--- src/rtl/mem_port_arbiter.sv ---
// Two-requester arbiter for the single memory port: fetch (A) vs load/store (B), one transaction at a time with a watchdog.
// Optional macro ARB_ROUND_ROBIN_EN: alternate grants under contention; otherwise B has fixed priority.
module mem_port_arbiter #(
   parameter int DATA_W      = 32,
   parameter int TIMEOUT_CYC = 16,
   parameter int CNT_W       = 5
) (
   input  logic              clk,
   input  logic              rst,
   input  logic              req_a,
   input  logic [DATA_W-1:0] addr_a,
   input  logic              req_b,
   input  logic [DATA_W-1:0] addr_b,
   input  logic              we_b,
   input  logic [DATA_W-1:0] wdata_b,
   output logic              done_a,
   output logic              done_b,
   output logic              err_a,
   output logic              err_b,
   output logic [DATA_W-1:0] rdata,
   output logic              sel_mux,
   output logic              mem_req,
   output logic              mem_we,
   output logic [DATA_W-1:0] mem_addr,
   output logic [DATA_W-1:0] mem_wdata,
   input  logic              mem_ack,
   input  logic [DATA_W-1:0] mem_rdata,
   output logic              busy
);

   typedef enum logic [1:0] {IDLE, BUSY_A, BUSY_B, RESP} state_t;

   state_t           state, state_nxt;
   logic [CNT_W-1:0] wd_cnt;
   logic             last_b;
   logic             pick_a;
   logic             grant_a, grant_b;
   logic             timeout;

   always_comb begin
`ifdef ARB_ROUND_ROBIN_EN
      pick_a = last_b;
`else
      pick_a = 1'b0;
`endif
      grant_a   = 1'b0;
      grant_b   = 1'b0;
      state_nxt = state;
      timeout   = (wd_cnt == CNT_W'(TIMEOUT_CYC - 1));
      case (state)
         IDLE: begin
            // pick_a only matters when both requesters are asking
            if (req_a && (!req_b || pick_a)) begin
               grant_a   = 1'b1;
               state_nxt = BUSY_A;
            end else if (req_b) begin
               grant_b   = 1'b1;
               state_nxt = BUSY_B;
            end
         end
         BUSY_A, BUSY_B: if (mem_ack || timeout) state_nxt = RESP;
         RESP:           state_nxt = IDLE;
         default:        state_nxt = IDLE;
      endcase
   end

   always_ff @(posedge clk) begin
      if (rst) state <= IDLE;
      else     state <= state_nxt;
   end

   always_ff @(posedge clk) begin
      if (rst) begin
         done_a    <= 1'b0;
         done_b    <= 1'b0;
         err_a     <= 1'b0;
         err_b     <= 1'b0;
         rdata     <= '0;
         sel_mux   <= 1'b0;
         mem_req   <= 1'b0;
         mem_we    <= 1'b0;
         mem_addr  <= '0;
         mem_wdata <= '0;
         wd_cnt    <= '0;
         last_b    <= 1'b1;
      end else begin
         done_a <= 1'b0;
         done_b <= 1'b0;
         err_a  <= 1'b0;
         err_b  <= 1'b0;
         if (grant_a || grant_b) begin
            mem_req  <= 1'b1;
            sel_mux  <= grant_b;
            mem_addr <= grant_b ? addr_b : addr_a;
            mem_we   <= grant_b & we_b;
            if (grant_b) mem_wdata <= wdata_b;
            wd_cnt   <= '0;
            last_b   <= grant_b;
         end else if (state == BUSY_A || state == BUSY_B) begin
            // an ack arriving in the final watchdog cycle still completes normally
            if (mem_ack) begin
               rdata   <= mem_rdata;
               mem_req <= 1'b0;
               mem_we  <= 1'b0;
               done_a  <= (state == BUSY_A);
               done_b  <= (state == BUSY_B);
            end else if (timeout) begin
               mem_req <= 1'b0;
               mem_we  <= 1'b0;
               err_a   <= (state == BUSY_A);
               err_b   <= (state == BUSY_B);
            end else begin
               wd_cnt <= wd_cnt + CNT_W'(1);
            end
         end
      end
   end

   assign busy = (state != IDLE);

endmodule

--- config.mk ---
export PLATFORM = sky130hd
export DESIGN_NAME = mem_port_arbiter
export DESIGN_NICKNAME = d
export VERILOG_FILES = /design/src/rtl/mem_port_arbiter.sv
export SDC_FILE = /design/constraint.sdc
export NUM_CORES = 1
export LEC_CHECK = 0
export CAP_MARGIN = 10
export CORE_MARGIN = 4
export CORE_UTILIZATION = 42
export CTS_CLUSTER_SIZE = 30
export DETAILED_ROUTE_END_ITERATION = 7
export PLACE_DENSITY = 0.95
export SLEW_MARGIN = 20
export SYNTH_ARGS = -nofsm -noshare
export SYNTH_HDL_FRONTEND = slang
export SYNTH_SLANG_ARGS = --single-unit
--- constraint.sdc ---
create_clock -name clk -period 4.7 [get_ports clk]
set_input_delay 0.705 -clock clk [delete_from_list [all_inputs] [get_ports clk]]
set_output_delay 0.705 -clock clk [all_outputs]
set_load 0.02 [all_outputs]
==> impl_metrics.json <==
{
  "status": "completed",
  "maxSlewViolCount": 0,
  "drc": 0,
  "sw_frac_of_total_pct": 37.8,
  "netlist.area_leader.share_pct": 49.5,
  "antenna_left": 0,
  "highest_layer": "met4",
  "holdBufCountCts": 0,
  "slew_headroom_pct": 33.9,
  "cts_htree_levels": 3,
  "start_util_pct": 43.1,
  "peakVddDrop_uv": 304,
  "hold_class": "flip-flop to flip-flop",
  "drt_iter0_drc": 168,
  "num-fill-cells": 801,
  "tightest_slew_ns": 0.988,
  "synth_area_leader_cell": "dfxtp_1",
  "ctsResizeCount": 0,
  "p_leak_nw": 2.66,
  "fmax_ghz": 0.390,
  "synthCells": 458,
  "yosys_warnings": 0,
  "setup_viol": 0,
  "syn_avg_cell_area_um2": 9.71,
  "path_cells": "inv_1 -> ha_1 -> inv_1 -> clkdlybuf4s50_1",
  "clk_pin_slew_worst_paths_ns": 0.11,
  "p_sw_mw": 1.25,
  "ys_seq_area_share_pct": 49.5,
  "setup_tns_ns": 0,
  "drv_cap": 0,
  "grt_pass1_vias": 4262,
  "clock_sinks": 110,
  "cpMostUsedCell": "inv_1",
  "pwr-share-seq_pct": 38.0,
  "start_kind": "flip-flop",
  "die-area_mm2": 0.0123,
  "cts_setup_buffers": 0,
  "max_stage_delay_ns": 0.63,
  "root_buffer": "clkbuf_8",
  "seq_area_mm2": 0.00220,
  "p_per_area_mw_per_mm2": 467,
  "total_power_mw": 3.30,
  "final_common_cell": "clkdlybuf4s50_1",
  "worstSetupPathType": "flip-flop to output pin",
  "finish.net_count": 813,
  "combPwrFrac_pct": 44.6,
  "n_antenna_cell": 0,
  "grt_setup_unrepaired": "false",
  "crit_path_top_delay_cell": "clkdlybuf4s50_1",
  "wirelength_um": 13200,
  "synthesis.nets": 597,
  "tritoncts": "yes",
  "die_w_um": 111,
  "period_needed_ns": 2.56,
  "power.internal_mw": 2.05,
  "num_rows": 37,
  "finalCritPeriodShare_pct": 54.5,
  "grt_use_total_pct": 20.9,
  "grt_pass1_wl_um": 21000,
  "hold_viol": 0,
  "synth_cell_type_count": 32,
  "synth_area_mm2": 0.00445,
  "via_count": 4079,
  "place_hpwl_um": 10200,
  "wl_met2_um": 6760,
  "cts_buffers": 9,
  "dieHeight_um": 111,
  "coreArea_mm2": 0.0103,
  "multi_input_area_mm2": 0.00207,
  "ios": 238,
  "yosys-top-cells-area": "dfxtp_1, mux2i_1, nand2b_1",
  "route.detailed.wl_per_inst_um": 16.2,
  "cp-end-kind": "output pin",
  "crit_path_max_fanout": 8,
  "mostFrequentLayoutCells": "clkdlybuf4s50_1, dfxtp_1, nand2_1, nand2b_1, mux2i_1",
  "drive_gt1_share_pct": 3.83,
  "vias_per_cell": 5.00,
  "worstPathRequired_ns": 3.99,
  "arrival_ns": 1.86,
  "cp_top_family": "buffers and inverters",
  "place_congestion": 0.897,
  "met3_length_um": 992,
  "first_pass_iters": 4,
  "clockBufferDepth": 2,
  "clk_latency_ns": 0.38,
  "fin_skew_ns": 0.0119,
  "path_buf_inv": 3,
  "clockPowerShare_pct": 17.5,
  "antenna_found_initial": 0,
  "gr-total-overflow": 0,
  "synth-seq-cells": 110,
  "portBuffers": 237,
  "met1_length_um": 4880,
  "grt_start_max_net_pins": 67,
  "syn_to_final_growth_pct": 58.9
}
==> metrics by stage <==
stage | hold WS (ns) | util [%] | worst slack (ns) | instance area, um^2 | instances
after floorplan | 0.454 | - | 2.78 | 4450 | 458
after global placement | 0.441 | 66.4 | 1.87 | 6850 | 799
after detailed placement | 0.446 | 66.4 | 1.78 | 6850 | 799
after CTS | 0.463 | 68.4 | 2.11 | 7060 | 815
after global routing | 0.494 | 68.4 | 2.01 | 7060 | 815
final | 0.460 | 68.4 | 2.14 | 7060 | 815
==> worst paths after layout <==
| path | start | to | slack [ns] | cells past startpoint |
|---|---|---|---|---|
| max | state[0]$_SDFFE_PP0P_ | busy | 2.14 | 4 |
| min | mem_wdata[4]$_SDFFE_PP0P_ | mem_wdata[4]$_SDFFE_PP0P_ | 0.46 | 2 |
| max reg2reg | state[0]$_SDFFE_PP0P_ | mem_addr[28]$_SDFFE_PP0P_ | 2.26 | 6 |
| min reg2reg | mem_wdata[4]$_SDFFE_PP0P_ | mem_wdata[4]$_SDFFE_PP0P_ | 0.46 | 2 |
==> tightest hold or removal path, cell delays in order (launching register included) <==
cell	delay [ns]
dfxtp_1	0.33
nand2_1	0.05
a21oi_1	0.05
==> power by group through the flow <==
stage | Clock, mW | Combinational, mW | Sequential [mW]
after floorplan | 0 | 0.619 | 1.50
after global placement | 0 | 1.44 | 1.26
after detailed placement | 0 | 1.48 | 1.27
after CTS | 0.597 | 1.48 | 1.25
after global routing | 0.634 | 1.58 | 1.28
final | 0.577 | 1.47 | 1.25
==> per-layer routing <==
layer | track usage (%) | up-vias
li1 | - | 1988
met1 | 21.2 | 1890
met2 | 37.9 | 158
met3 | 7.75 | 43
met4 | 9.77 | 0
met5 | 0 | -
==> sequential cells by signal (all words and copies together), names as in the netlist <==
signal,cells
mem_addr,32
mem_wdata,32
rdata,32
wd_cnt,5
state,2
done_a,1
done_b,1
err_a,1
err_b,1
mem_req,1
mem_we,1
sel_mux,1
==> layout make-up <==
type	instances	share of cell area (%)
sequential	110	31.2
inverter	5	0.266
multi-input combinational	308	29.3
clock buffer	9	1.75
timing repair buffer	240	33.8
clock inverter	7	1.26
tap	136	2.41
==> synth_stat cells (all sizes together) <==
master / instances
nor3: 2
a21oi: 38
a2bb2oi: 1
o21ai: 6
and4: 2
clkbuf: 18
and2: 1
nand3: 1
nor2b: 2
ha: 5
a211oi: 1
or3: 2
or3b: 2
and3b: 2
dfxtp: 110
o2bb2ai: 32
nand3b: 2
nand2b: 66
and3: 2
xnor2: 1
a22oi: 1
nor2: 3
or2: 1
buf: 17
nor3b: 1
nand2: 70
inv: 5
mux2i: 64
==> logic make-up after synthesis <==
kind of cell	synth area share [%]
DFF	49.5
buffers and inverters	4.02
AOI/OAI and AO/OA	11.8
xor gates and xnor gates	0.197
and+or+nand+nor	18.7
muxes	14.4
adders and majority gates	1.41
Power figures use the tool's default switching activity.
